$ cat config.mk
export PLATFORM = sky130hd
export DESIGN_NAME = spi_mnrch_gen
export DESIGN_NICKNAME = d
export VERILOG_FILES = /design/src/rtl/spi_gen_pkg.sv /design/src/rtl/spi_sclk_div.sv /design/src/rtl/spi_mnrch_gen.sv
export SDC_FILE = /design/constraint.sdc
export NUM_CORES = 1
export LEC_CHECK = 0
export ABC_AREA = 1
export BUFFER_PORTS_ARGS = -buffer_cell sky130_fd_sc_hd__clkbuf_2
export CAP_MARGIN = 20
export CORE_MARGIN = 5
export CORE_UTILIZATION = 54
export CTS_CLUSTER_DIAMETER = 60
export DETAILED_ROUTE_END_ITERATION = 8
export PLACE_DENSITY = 0.84
export REMOVE_ABC_BUFFERS = 1
export SLEW_MARGIN = 20
export SYNTH_ARGS = -nofsm -noshare
export SYNTH_HDL_FRONTEND = slang
export SYNTH_HIERARCHICAL = 1
export SYNTH_SLANG_ARGS = --single-unit
$ cat constraint.sdc
create_clock -name clk -period 2.3 [get_ports clk]
set_clock_uncertainty 0.1 [all_clocks]
set_input_delay 0.46 -clock clk [delete_from_list [all_inputs] [get_ports clk]]
set_output_delay 0.46 -clock clk [all_outputs]
set_load 0.03 [all_outputs]
$ cat src/rtl/spi_gen_pkg.sv
// Shared types and constants for the SPI monarch: FSM state encoding, SPI mode
// constants and the divider reload value.
package spi_gen_pkg;

    typedef enum logic [1:0] {
        IDLE  = 2'd0,
        FRONT = 2'd1,
        XFER  = 2'd2,
        BACK  = 2'd3
    } state_t;

    localparam logic [1:0] MODE0 = 2'b00;
    localparam logic [1:0] MODE1 = 2'b01;
    localparam logic [1:0] MODE2 = 2'b10;
    localparam logic [1:0] MODE3 = 2'b11;

    // Reload sits a quarter period before the first leading edge, so MOSI has
    // settled well before the serf samples it.
    function automatic logic [31:0] sclk_load(input int div_w);
        return 32'((1 << (div_w - 1)) + (1 << (div_w - 2)) - 1);
    endfunction

endpackage

$ cat src/rtl/spi_sclk_div.sv
// Free-running SCLK divider: period 2^DIV_W clk, held at the reload value while
// ld_i is high, with one-cycle-early flags for the leading and trailing edges.
module spi_sclk_div
    import spi_gen_pkg::*;
#(
    parameter int DIV_W = 5
) (
    input  logic clk,
    input  logic rst_n,
    input  logic ld_i,
    input  logic cpol_i,
    output logic sclk_o,
    output logic lead_imm_o,
    output logic trail_imm_o
);

    localparam logic [DIV_W-1:0] LOAD      = DIV_W'(sclk_load(DIV_W));
    localparam logic [DIV_W-1:0] TRAIL_PRE = {1'b0, {(DIV_W-1){1'b1}}};

    logic [DIV_W-1:0] div_q;
    logic [DIV_W-1:0] div_d;

    always_comb begin
        div_d = ld_i ? LOAD : div_q + DIV_W'(1);
    end

    always_ff @(posedge clk or negedge rst_n) begin
        if (!rst_n) begin
            div_q <= LOAD;
        end else begin
            div_q <= div_d;
        end
    end

    assign lead_imm_o  = (div_q == '1);
    assign trail_imm_o = (div_q == TRAIL_PRE);
    assign sclk_o      = cpol_i ? div_q[DIV_W-1] : ~div_q[DIV_W-1];

endmodule

$ cat src/rtl/spi_mnrch_gen.sv
// SPI monarch: DATA_W-bit full-duplex transfers with per-transaction CPOL/CPHA
// and one-cold serf select, handshaked through wrt/done.
//
//  state | meaning
//  IDLE  | divider held at reload, waiting for wrt
//  FRONT | select asserted, waiting for the first capture edge
//  XFER  | capturing MISO / launching MOSI until DATA_W captures
//  BACK  | waiting for the closing edge: final shift, deselect, done
module spi_mnrch_gen
    import spi_gen_pkg::*;
#(
    parameter int DATA_W = 16,
    parameter int DIV_W  = 5,
    parameter int NUM_SS = 1,
    localparam int SS_IDX_W = (NUM_SS > 1) ? $clog2(NUM_SS) : 1
) (
    input  logic                clk,
    input  logic                rst_n,
    input  logic                wrt,
    input  logic [DATA_W-1:0]   wt_data,
    input  logic [1:0]          mode,
    input  logic [SS_IDX_W-1:0] ss_sel,
    input  logic                MISO,
    output logic                SCLK,
    output logic                MOSI,
    output logic [NUM_SS-1:0]   SS_n,
    output logic                busy,
    output logic                done,
    output logic [DATA_W-1:0]   rd_data
);

    localparam int CNT_W = $clog2(DATA_W + 1);

    state_t              state_q, state_d;
    logic [1:0]          mode_q, mode_d;
    logic [CNT_W-1:0]    bit_cntr_q, bit_cntr_d;
    logic                miso_smpl_q, miso_smpl_d;
    logic [DATA_W-1:0]   shft_q, shft_d;
    logic [NUM_SS-1:0]   ss_n_q, ss_n_d;
    logic                busy_q, busy_d;
    logic                done_q, done_d;

    logic lead_imm, trail_imm, cap_imm, launch_imm, div_ld;

    // CPHA picks which divider edge samples MISO; the other one shifts.
    assign cap_imm    = mode_q[0] ? trail_imm : lead_imm;
    assign launch_imm = mode_q[0] ? lead_imm  : trail_imm;
    assign div_ld     = (state_q == IDLE) ||
                        ((state_q == BACK) && (lead_imm || trail_imm));

    spi_sclk_div #(.DIV_W(DIV_W)) u_div (
        .clk         (clk),
        .rst_n       (rst_n),
        .ld_i        (div_ld),
        .cpol_i      (mode_q[1]),
        .sclk_o      (SCLK),
        .lead_imm_o  (lead_imm),
        .trail_imm_o (trail_imm)
    );

    always_comb begin
        state_d     = state_q;
        mode_d      = mode_q;
        bit_cntr_d  = bit_cntr_q;
        miso_smpl_d = miso_smpl_q;
        shft_d      = shft_q;
        ss_n_d      = ss_n_q;
        busy_d      = busy_q;
        done_d      = done_q;
        case (state_q)
            IDLE: begin
                if (wrt) begin
                    state_d    = FRONT;
                    mode_d     = mode;
                    shft_d     = wt_data;
                    bit_cntr_d = '0;
                    done_d     = 1'b0;
                    busy_d     = 1'b1;
                    ss_n_d     = '1;
                    for (int i = 0; i < NUM_SS; i++) begin
                        if (ss_sel == SS_IDX_W'(i)) ss_n_d[i] = 1'b0;
                    end
                end
            end
            FRONT: begin
                if (cap_imm) begin
                    miso_smpl_d = MISO;
                    bit_cntr_d  = bit_cntr_q + CNT_W'(1);
                    state_d     = XFER;
                end
            end
            XFER: begin
                if (cap_imm) begin
                    miso_smpl_d = MISO;
                    bit_cntr_d  = bit_cntr_q + CNT_W'(1);
                    if (bit_cntr_q == CNT_W'(DATA_W - 1)) state_d = BACK;
                end else if (launch_imm) begin
                    shft_d = {shft_q[DATA_W-2:0], miso_smpl_q};
                end
            end
            BACK: begin
                if (lead_imm || trail_imm) begin
                    shft_d  = {shft_q[DATA_W-2:0], miso_smpl_q};
                    ss_n_d  = '1;
                    done_d  = 1'b1;
                    busy_d  = 1'b0;
                    state_d = IDLE;
                end
            end
            default: state_d = IDLE;
        endcase
    end

    always_ff @(posedge clk or negedge rst_n) begin
        if (!rst_n) begin
            state_q     <= IDLE;
            mode_q      <= MODE3;
            bit_cntr_q  <= '0;
            miso_smpl_q <= 1'b0;
            shft_q      <= '0;
            ss_n_q      <= '1;
            busy_q      <= 1'b0;
            done_q      <= 1'b0;
        end else begin
            state_q     <= state_d;
            mode_q      <= mode_d;
            bit_cntr_q  <= bit_cntr_d;
            miso_smpl_q <= miso_smpl_d;
            shft_q      <= shft_d;
            ss_n_q      <= ss_n_d;
            busy_q      <= busy_d;
            done_q      <= done_d;
        end
    end

    assign MOSI    = shft_q[DATA_W-1];
    assign SS_n    = ss_n_q;
    assign busy    = busy_q;
    assign done    = done_q;
    assign rd_data = shft_q;

endmodule

==> results.yml, run 1 <==
status:
  status: "finished, final reports clean"
floorplan:
  die_y_um: 71.8
  core_mm2: 0.00369
  dieArea_mm2: 0.00515
  rows: 22
  initial_utilization_pct: 55.8
  io_pins: 44
  dieWidth_um: 71.8
clock_network:
  hold_buffers: 0
  cts_root_buf: "clkbuf_8"
  cts_setup_buffers: 0
  cts_made_buffers: 5
  clkTransAtPathRegs_ns: 0.07
  cts.path.max_buffers: 2
  htreeDepth: 2
  cts_sinks: 34
  clock_latency_ns: 0.29
  cts_tree: "done"
  cts-resized-gates: 0
setup_path:
  crit_start: "u_div/div_q[0]"
  worst-path-buf-inv: 1
  critPathKind: "reg2reg"
  worstPathArrival_ns: 2.21
  crit_path_cell_trace: "ha_1, inv_1, nor2_1, ha_1, nor2_2, nand2_4, nand2_4, nor2_8, nand2_8, nand2_1, nand2_1"
  cpLargestDelayFamily: "simple AND/OR/NAND/NOR gates"
  cp.required_ns: 2.38
  r2r_start: "u_div/div_q[0]"
  critPathCaptureType: "register"
  cp_slowest_cell: "dfstp_2"
  cp_max_fo: 16
  critPathLaunchType: "register"
  cpPeakStageDelay_ns: 0.55
sta:
  rsz0062_at_grt: "false"
  max_freq_ghz: 0.468
  min_period_ns: 2.14
  slew_headroom_pct: 45.4
  tightest_slew_ns: 0.819
  finalMaxSlewViolations: 0
  hold_violations: 0
  fin_setup_tns_ns: 0
  setup_viol: 0
  post-route-period-util_pct: 92.9
logic_synthesis:
  netlist_area_mm2: 0.00206
  ys_seq_elements: 34
  synth.distinct_cells: 30
  syn_avg_cell_area_um2: 8.11
  synthCells: 254
  synth_seq_area_share_pct: 41.7
  ys.warnings.count: 6
global_route:
  grt_usage_pct: 17.6
  antenna_found_initial: 0
  grt_max_degree: 35
  grt-ovfl-total: 0
  grt_pass1_vias: 1715
  grt_first_pass_wirelength_mm: 7.22
cells_and_area:
  areaGrowthSynthToFinish_pct: 15.7
  fin_area_mm2: 0.00238
  nNetsFinal: 332
  antennaDiodeCount: 0
  drive_above_1_share_pct: 31.9
  fill_cells: 328
route:
  wl_mm: 4.22
  drc_errors: 0
  drt_iter0_drc: 55
  dr.pass1.iters: 4
  drtAntennaViolNets: 0
  wl_per_cell_um: 12.1
  vias: 1802
  viasPerCell: 5.16
job:
  drv_cap: 0
hold_path:
  hold_class: "in2async"
placement:
  postPlaceCellArea_mm2: 0.00229
  io_buffers: 43
  hpwl_mm: 3.10
  place_congestion: 0.835
power_and_ir_drop:
  leakagePower_nw: 1.31
  vdd_drop_max_v: 0.000840
  power.density_mw_per_mm2: 1700
kinds of logic after synthesis:
logic type	after synthesis	share of synthesized area (%)
AND/OR/NAND/NOR	159	38.8
flip-flops	34	41.7
buffers and inverters	26	6.99
AO/OA/AOI/OAI	25	6.62
adder cells (fa/ha/maj)	9	5.47
XOR/XNOR	1	0.425
per-stage QoR:
step	setup WS (ns)	power, mW	hold slack [ns]	utilization, %	cells
floorplan	0.353	2.97	0.0644	-	245
global placement	0.268	3.55	0.356	62.1	341
detailed placement	0.208	3.61	0.358	62.1	341
CTS	0.167	4.07	0.176	64.6	349
global route	0.0345	4.37	0.239	64.6	349
finish	0.162	4.04	0.155	64.6	349
final cells by class:
class / count / area (µm²) / area share (%)
Timing Repair Buffer: 48 / 253 / 10.6
Sequential cell: 34 / 860 / 36.1
Clock inverter: 1 / 5.00 / 0.210
Multi-Input combinational cell: 194 / 1060 / 44.3
Clock buffer: 7 / 86.3 / 3.62
Inverter: 17 / 63.8 / 2.68
Tap cell: 48 / 60.1 / 2.52
path summary, 6_finish.rpt:
kind | to | slack (ns) | cells after the start
max reg2reg | rd_data[9] | 0.16 | 11
min in group clk | mode_q[1] | 0.25 | 3
min reg2reg | u_div/div_q[0] | 0.37 | 1
min | rd_data[0] | 0.16 | 1
max in group asynchronous | rd_data[8] | 1.43 | 1
max | rd_data[9] | 0.16 | 11
flip-flops by register name, summed over array words and instances, names as in the netlist:
signal / cells
state_q: 2
u_div/div_q: 5
busy: 1
rd_data: 16
bit_cntr_q: 5
done: 1
SS_n: 1
miso_smpl_q: 1
mode_q: 2
synthesized netlist by cell type (all sizes together):
cell type	number	area, µm²
o21ai	22	110
clkbuf	1	7.51
dfstp	7	184
inv	17	63.8
dfrtp	27	676
xnor2	1	8.76
nor3b	1	7.51
nor2	15	90.1
ha	9	113
buf	8	72.6
nand2	105	485
nand3	32	178
a21oi	3	26.3
nand4	4	25.0
or2	2	12.5
layer usage:
metal	part of all wire (%)	vias up	GRT usage (%)	routed length, µm
li1	-	908	-	-
met1	43	853	20.7	1810
met2	51	34	30.1	2140
met3	4.6	7	4.91	192
met4	1.8	0	6.89	76
met5	0	-	0	0
where the power goes:
part / total (mW) / internal [mW] / leakage, nW / switching, mW
sequential: 1.15 / 0.924 / 0.416 / 0.225
combinational: 2.45 / 0.800 / 0.843 / 1.65
clock: 0.447 / 0.241 / 0.0482 / 0.206
cells in the final DEF (no fill, tap or decap):
cell type	synthesis	final
inv_1	16	16
nand3_4	1	1
nor2_2	1	1
clkbuf_8	0	6
nand2_4	3	3
a21oi_4	1	1
buf_4	2	5
a21oi_1	2	2
nand2_2	21	21
or2_1	1	1
nor2_8	1	1
o21ai_0	20	20
nand3_2	1	1
nand2_1	80	80
clkbuf_2	0	43
clkinv_2	0	1
dfstp_2	7	7
nand4_1	4	4
o21ai_1	2	2
nor2_4	2	2
xnor2_1	1	1
clkbuf_1	0	1
nor2_1	11	11
nand3_1	30	30
nor3b_1	1	1
ha_1	9	9
dfrtp_1	27	27
nand2_8	1	1
inv_2	1	1
or2_2	1	1
Note: power is estimated with default switching activity, not from simulation.
==> run 2, diff against run 1 <==
CORE_UTILIZATION = 58   (was 54)
PLACE_DENSITY = 0.89   (was 0.84)
clock period = 2.8 ns   (was 2.3 ns; I/O delays follow)
==> results.yml, run 2 (same netlist as run 1, synthesis figures left out) <==
clock_network:
  cts_made_buffers: 5
  cts.path.max_buffers: 2
  htreeDepth: 2
  clock_latency_ns: 0.33
  cts_tree: "done"
  clkTransAtPathRegs_ns: 0.10
  cts_root_buf: "clkbuf_4"
  cts_sinks: 34
  hold_buffers: 0
  cts_setup_buffers: 0
  cts-resized-gates: 0
cells_and_area:
  final_cell_mix: "nand2_1 (80), clkbuf_2 (43), nand3_1 (30)"
  nNetsFinal: 328
  layout_commonest_cell: "nand2_1"
  fill_cells: 277
  largest_reg_flops: 16
  areaGrowthSynthToFinish_pct: 13.4
  fin_area_mm2: 0.00233
  fin_util_pct: 68.9
  multi_input_area_mm2: 0.00106
  seq_area_um2: 860
  antennaDiodeCount: 0
  drive_above_1_share_pct: 30.6
route:
  wl_per_cell_um: 12.2
  drtAntennaViolNets: 0
  dr.pass1.iters: 5
  wl_mm: 4.20
  viasPerCell: 5.12
  vias: 1756
  drc_errors: 0
  drt_iter0_drc: 124
sta:
  rsz0062_at_grt: "false"
  hold_violations: 0
  max_freq_ghz: 0.446
  slew_headroom_pct: 41.2
  setup_viol: 0
  finalMaxSlewViolations: 0
  post-route-period-util_pct: 80.2
  tightest_slew_ns: 0.882
  fin_setup_tns_ns: 0
  min_period_ns: 2.24
setup_path:
  cp_max_fo: 17
  worst-path-buf-inv: 1
  critPathKind: "reg2reg"
  cpPeakStageDelay_ns: 0.56
  cpLargestDelayFamily: "simple AND/OR/NAND/NOR gates"
  worstPathArrival_ns: 2.38
  cp.required_ns: 2.93
  critPathCaptureType: "register"
  cp_slowest_cell: "dfstp_2"
  crit_path_cell_trace: "ha_1, inv_1, nor2_1, ha_1, nor2_2, nand2_4, nand2_4, nor2_8, nand2_8, nand2_1, nand2_1"
  critPathLaunchType: "register"
global_route:
  grt-ovfl-total: 0
  grt_max_degree: 35
  grt_usage_pct: 18.5
  antenna_found_initial: 0
  grt_pass1_vias: 1734
  grt_first_pass_wirelength_mm: 7.43
placement:
  place_congestion: 0.840
  io_buffers: 43
  postPlaceCellArea_mm2: 0.00226
  hpwl_mm: 3.04
floorplan:
  dieArea_mm2: 0.00484
  initial_utilization_pct: 60.8
  io_pins: 44
  dieWidth_um: 69.6
  die_y_um: 69.6
  core_mm2: 0.00339
  rows: 21
hold_path:
  hold_class: "in2async"
job:
  drv_cap: 0
power_and_ir_drop:
  leakagePower_nw: 1.28
  power.density_mw_per_mm2: 1400
  total_power_mw: 3.26
  vdd_drop_max_v: 0.000663
status:
  status: "finished, final reports clean"
-- run 2: layout make-up --
type | count | area share [%]
Clock buffer | 7 | 1.93
Clock inverter | 1 | 1.29
Inverter | 17 | 2.73
Multi-Input combinational cell | 194 | 45.2
Sequential cell | 34 | 36.8
Tap cell | 46 | 2.47
Timing Repair Buffer | 44 | 9.54
-- run 2: final timing paths --
check                                from              to  slack (ns)  cells past startpoint
hold / removal                      rst_n  u_div/div_q[3]        0.21                      1
setup reg to reg           u_div/div_q[0]     rd_data[13]        0.56                     11
hold reg to reg               miso_smpl_q     miso_smpl_q        0.37                      2
setup / recovery           u_div/div_q[0]     rd_data[13]        0.56                     11
max in group asynchronous           rst_n   bit_cntr_q[2]        1.88                      1
min in group clk                  mode[1]       mode_q[1]        0.28                      3
-- run 2: through the flow --
step                      setup WS, ns  hold slack [ns]  instances
after floorplan                  0.853            0.164        245
after global placement           0.703            0.356        335
after detailed placement         0.597            0.357        335
after CTS                        0.564            0.210        343
after global routing             0.402            0.268        343
final                            0.555            0.206        343
-- run 2: where the power goes --
group / total (mW) / internal, mW / switching (mW)
registers: 0.938 / 0.757 / 0.181
logic: 1.97 / 0.620 / 1.35
clock network: 0.349 / 0.189 / 0.159
-- run 2: layer usage --
layer  vias up  track usage [%]  part of all wire [%]
met2        43             31.9                    50
met5         -                0                     0
met1       804             22.2                    45
met4         0             5.42                  0.74
li1        905                -                     -
met3         4             5.51                   4.3
==> run 3, diff against run 2 <==
CORE_UTILIZATION = 49   (was 58)
PLACE_DENSITY = 0.81   (was 0.89)
clock period = 2 ns   (was 2.8 ns; I/O delays follow)
==> results.yml, run 3 (same netlist as run 1, synthesis figures left out) <==
sta:
  slew_headroom_pct: 65.9
  fin_hold_ws_ns: 0.0304
  rsz0062_at_grt: "true"
  tightest_slew_ns: 0.512
  post-route-period-util_pct: 97.1
  max_freq_ghz: 0.515
  worst_slack_ns: 0.0583
  min_period_ns: 1.94
  setup_viol: 0
  finalMaxSlewViolations: 0
  hold_violations: 0
route:
  wl_mm: 4.68
  dr.pass1.iters: 4
  viasPerCell: 5.07
  drt_iter0_drc: 163
  wl_per_cell_um: 13.0
  drc_errors: 0
  vias: 1821
  drtAntennaViolNets: 0
setup_path:
  cp_slowest_cell: "dfstp_2"
  worst-path-buf-inv: 2
  worstPathArrival_ns: 2.06
  critPathCaptureType: "register"
  cp.required_ns: 2.12
  reg2reg_slack_ns: 0.06
  crit_path_cell_trace: "ha_4, inv_2, nor2_4, ha_4, nor2_4, nand2_4, nand2_4, nor2_8, buf_6, nand3_1, nand2_1"
  cpPeakStageDelay_ns: 0.56
  r2r_start: "u_div/div_q[1]"
  critPathLaunchType: "register"
  critPathKind: "reg2reg"
  cp_max_fo: 6
  cpLargestDelayFamily: "simple AND/OR/NAND/NOR gates"
  timing.rr.end: "rd_data[12]"
  reg2regPathDepth: 11
cells_and_area:
  layout_commonest_cell: "nand2_1"
  antennaDiodeCount: 0
  fin_cells: 359
  areaGrowthSynthToFinish_pct: 26.5
  fill_cells: 339
  seq_area_um2: 860
  multi_input_area_mm2: 0.00120
  largest_reg_flops: 16
  nNetsFinal: 340
  drive_above_1_share_pct: 40.1
  final_cell_mix: "nand2_1 (76), clkbuf_2 (43), dfrtp_1 (27)"
floorplan:
  rows: 23
  dieWidth_um: 74.8
  core_mm2: 0.00403
  die_y_um: 74.8
  initial_utilization_pct: 51.1
  dieArea_mm2: 0.00560
  io_pins: 44
placement:
  hpwl_mm: 3.24
  place_ws_ns: -0.0598
  place_congestion: 0.845
  io_buffers: 43
  place_inst: 346
clock_network:
  hold_buffers: 0
  cts_made_buffers: 5
  cts_root_buf: "clkbuf_8"
  cts_tree: "done"
  htreeDepth: 2
  cts.path.max_buffers: 2
  cts_sinks: 34
  clock_latency_ns: 0.28
  clkTransAtPathRegs_ns: 0.07
job:
  drv_cap: 0
power_and_ir_drop:
  intPower_mw: 2.55
  leakagePower_nw: 1.37
  switchingPower_mw: 2.69
  sw_frac_of_total_pct: 51.3
  seq_power_share_pct: 25.5
  power.density_mw_per_mm2: 2010
  pwr-share-clk_pct: 10.0
  vdd_drop_max_v: 0.000893
  p_comb_share_pct: 64.6
global_route:
  grt_first_pass_wirelength_mm: 7.76
  grt-ovfl-total: 0
  grt_usage_pct: 18.0
  grt_max_degree: 35
  grt_pass1_vias: 1733
  antenna_found_initial: 0
status:
  status: "finished, final reports clean"
hold_path:
  hold_class: "in2async"
-- run 3: cell count changes in the layout (fill, tap and decap cells not counted), moves of 2 or more --
| cell | before | now |
|---|---|---|
| nand2_1 | 80 | 76 |
| clkbuf_8 | 0 | 6 |
| nor2_4 | 2 | 4 |
| nand3_1 | 30 | 19 |
| buf_4 | 1 | 7 |
| nand2_2 | 21 | 24 |
| ha_1 | 9 | 6 |
| clkbuf_4 | 5 | 0 |
| ha_4 | 0 | 3 |
| nand3_2 | 1 | 12 |
| buf_6 | 0 | 4 |
-- run 3: power groups by stage --
stage	Combinational, mW	Sequential [mW]	Clock [mW]
2_1_floorplan	1.78	1.64	0
3_3_place_gp	2.84	1.32	0
3_5_place_dp	2.91	1.33	0
4_1_cts	3.19	1.32	0.539
5_1_grt	3.72	1.38	0.567
6_report	3.38	1.34	0.521
-- run 3: worst max-delay path by stage --
stage	from	endpoint	slack (ns)	cells past startpoint
3_3_place_gp	u_div/div_q[0]	rd_data[9]	0.02	10
3_5_place_dp	u_div/div_q[1]	rd_data[11]	-0.06	10
5_1_grt	u_div/div_q[1]	rd_data[12]	-0.04	11
6_report	u_div/div_q[1]	rd_data[12]	0.06	11
2_1_floorplan	u_div/div_q[0]	rd_data[15]	0.05	11
4_1_cts	u_div/div_q[0]	rd_data[8]	0.02	11
-- run 3: what timing repair did --
item | CTS | global route
pin swaps | 9 | 17
gates resized for setup | 13 | 18
endpoints found under the setup margin | 16 | 26
gates cloned | 1 | 0
setup buffers | 3 | 1
-- run 3: worst register-to-register path: stages, from the launching register on --
cell and delay (ns):
dfstp_2 0.56, ha_4 0.14, inv_2 0.05, nor2_4 0.15, ha_4 0.18, nor2_4 0.05
nand2_4 0.05, nand2_4 0.07, nor2_8 0.22, buf_6 0.16, nand3_1 0.09, nand2_1 0.07
-- run 3: metal layers --
metal / part of all wire [%] / global-route usage [%]
met5: 0 / 0
met1: 45 / 23.6
met2: 49 / 28.9
met4: 1.5 / 7.71
met3: 4.5 / 3.60
-- run 3: final cells by class --
cell class                 instances  area share (%)
multi-input combinational        195            45.9
sequential                        34            33.0
timing repair buffer              55            12.8
clock buffer                       7            3.31
inverter                          17            2.45
tap                               50            2.40
clock inverter                     1           0.192
-- run 3: through the flow --
step | power (mW) | setup TNS [ns] | utilization (%) | cell area, µm²
floorplan | 3.42 | 0 | - | 1980
global placement | 4.15 | 0 | 57.5 | 2320
detailed placement | 4.24 | -0.715 | 57.5 | 2320
CTS | 5.04 | 0 | 62.1 | 2500
global route | 5.66 | -0.283 | 64.7 | 2610
finish | 5.24 | 0 | 64.7 | 2610
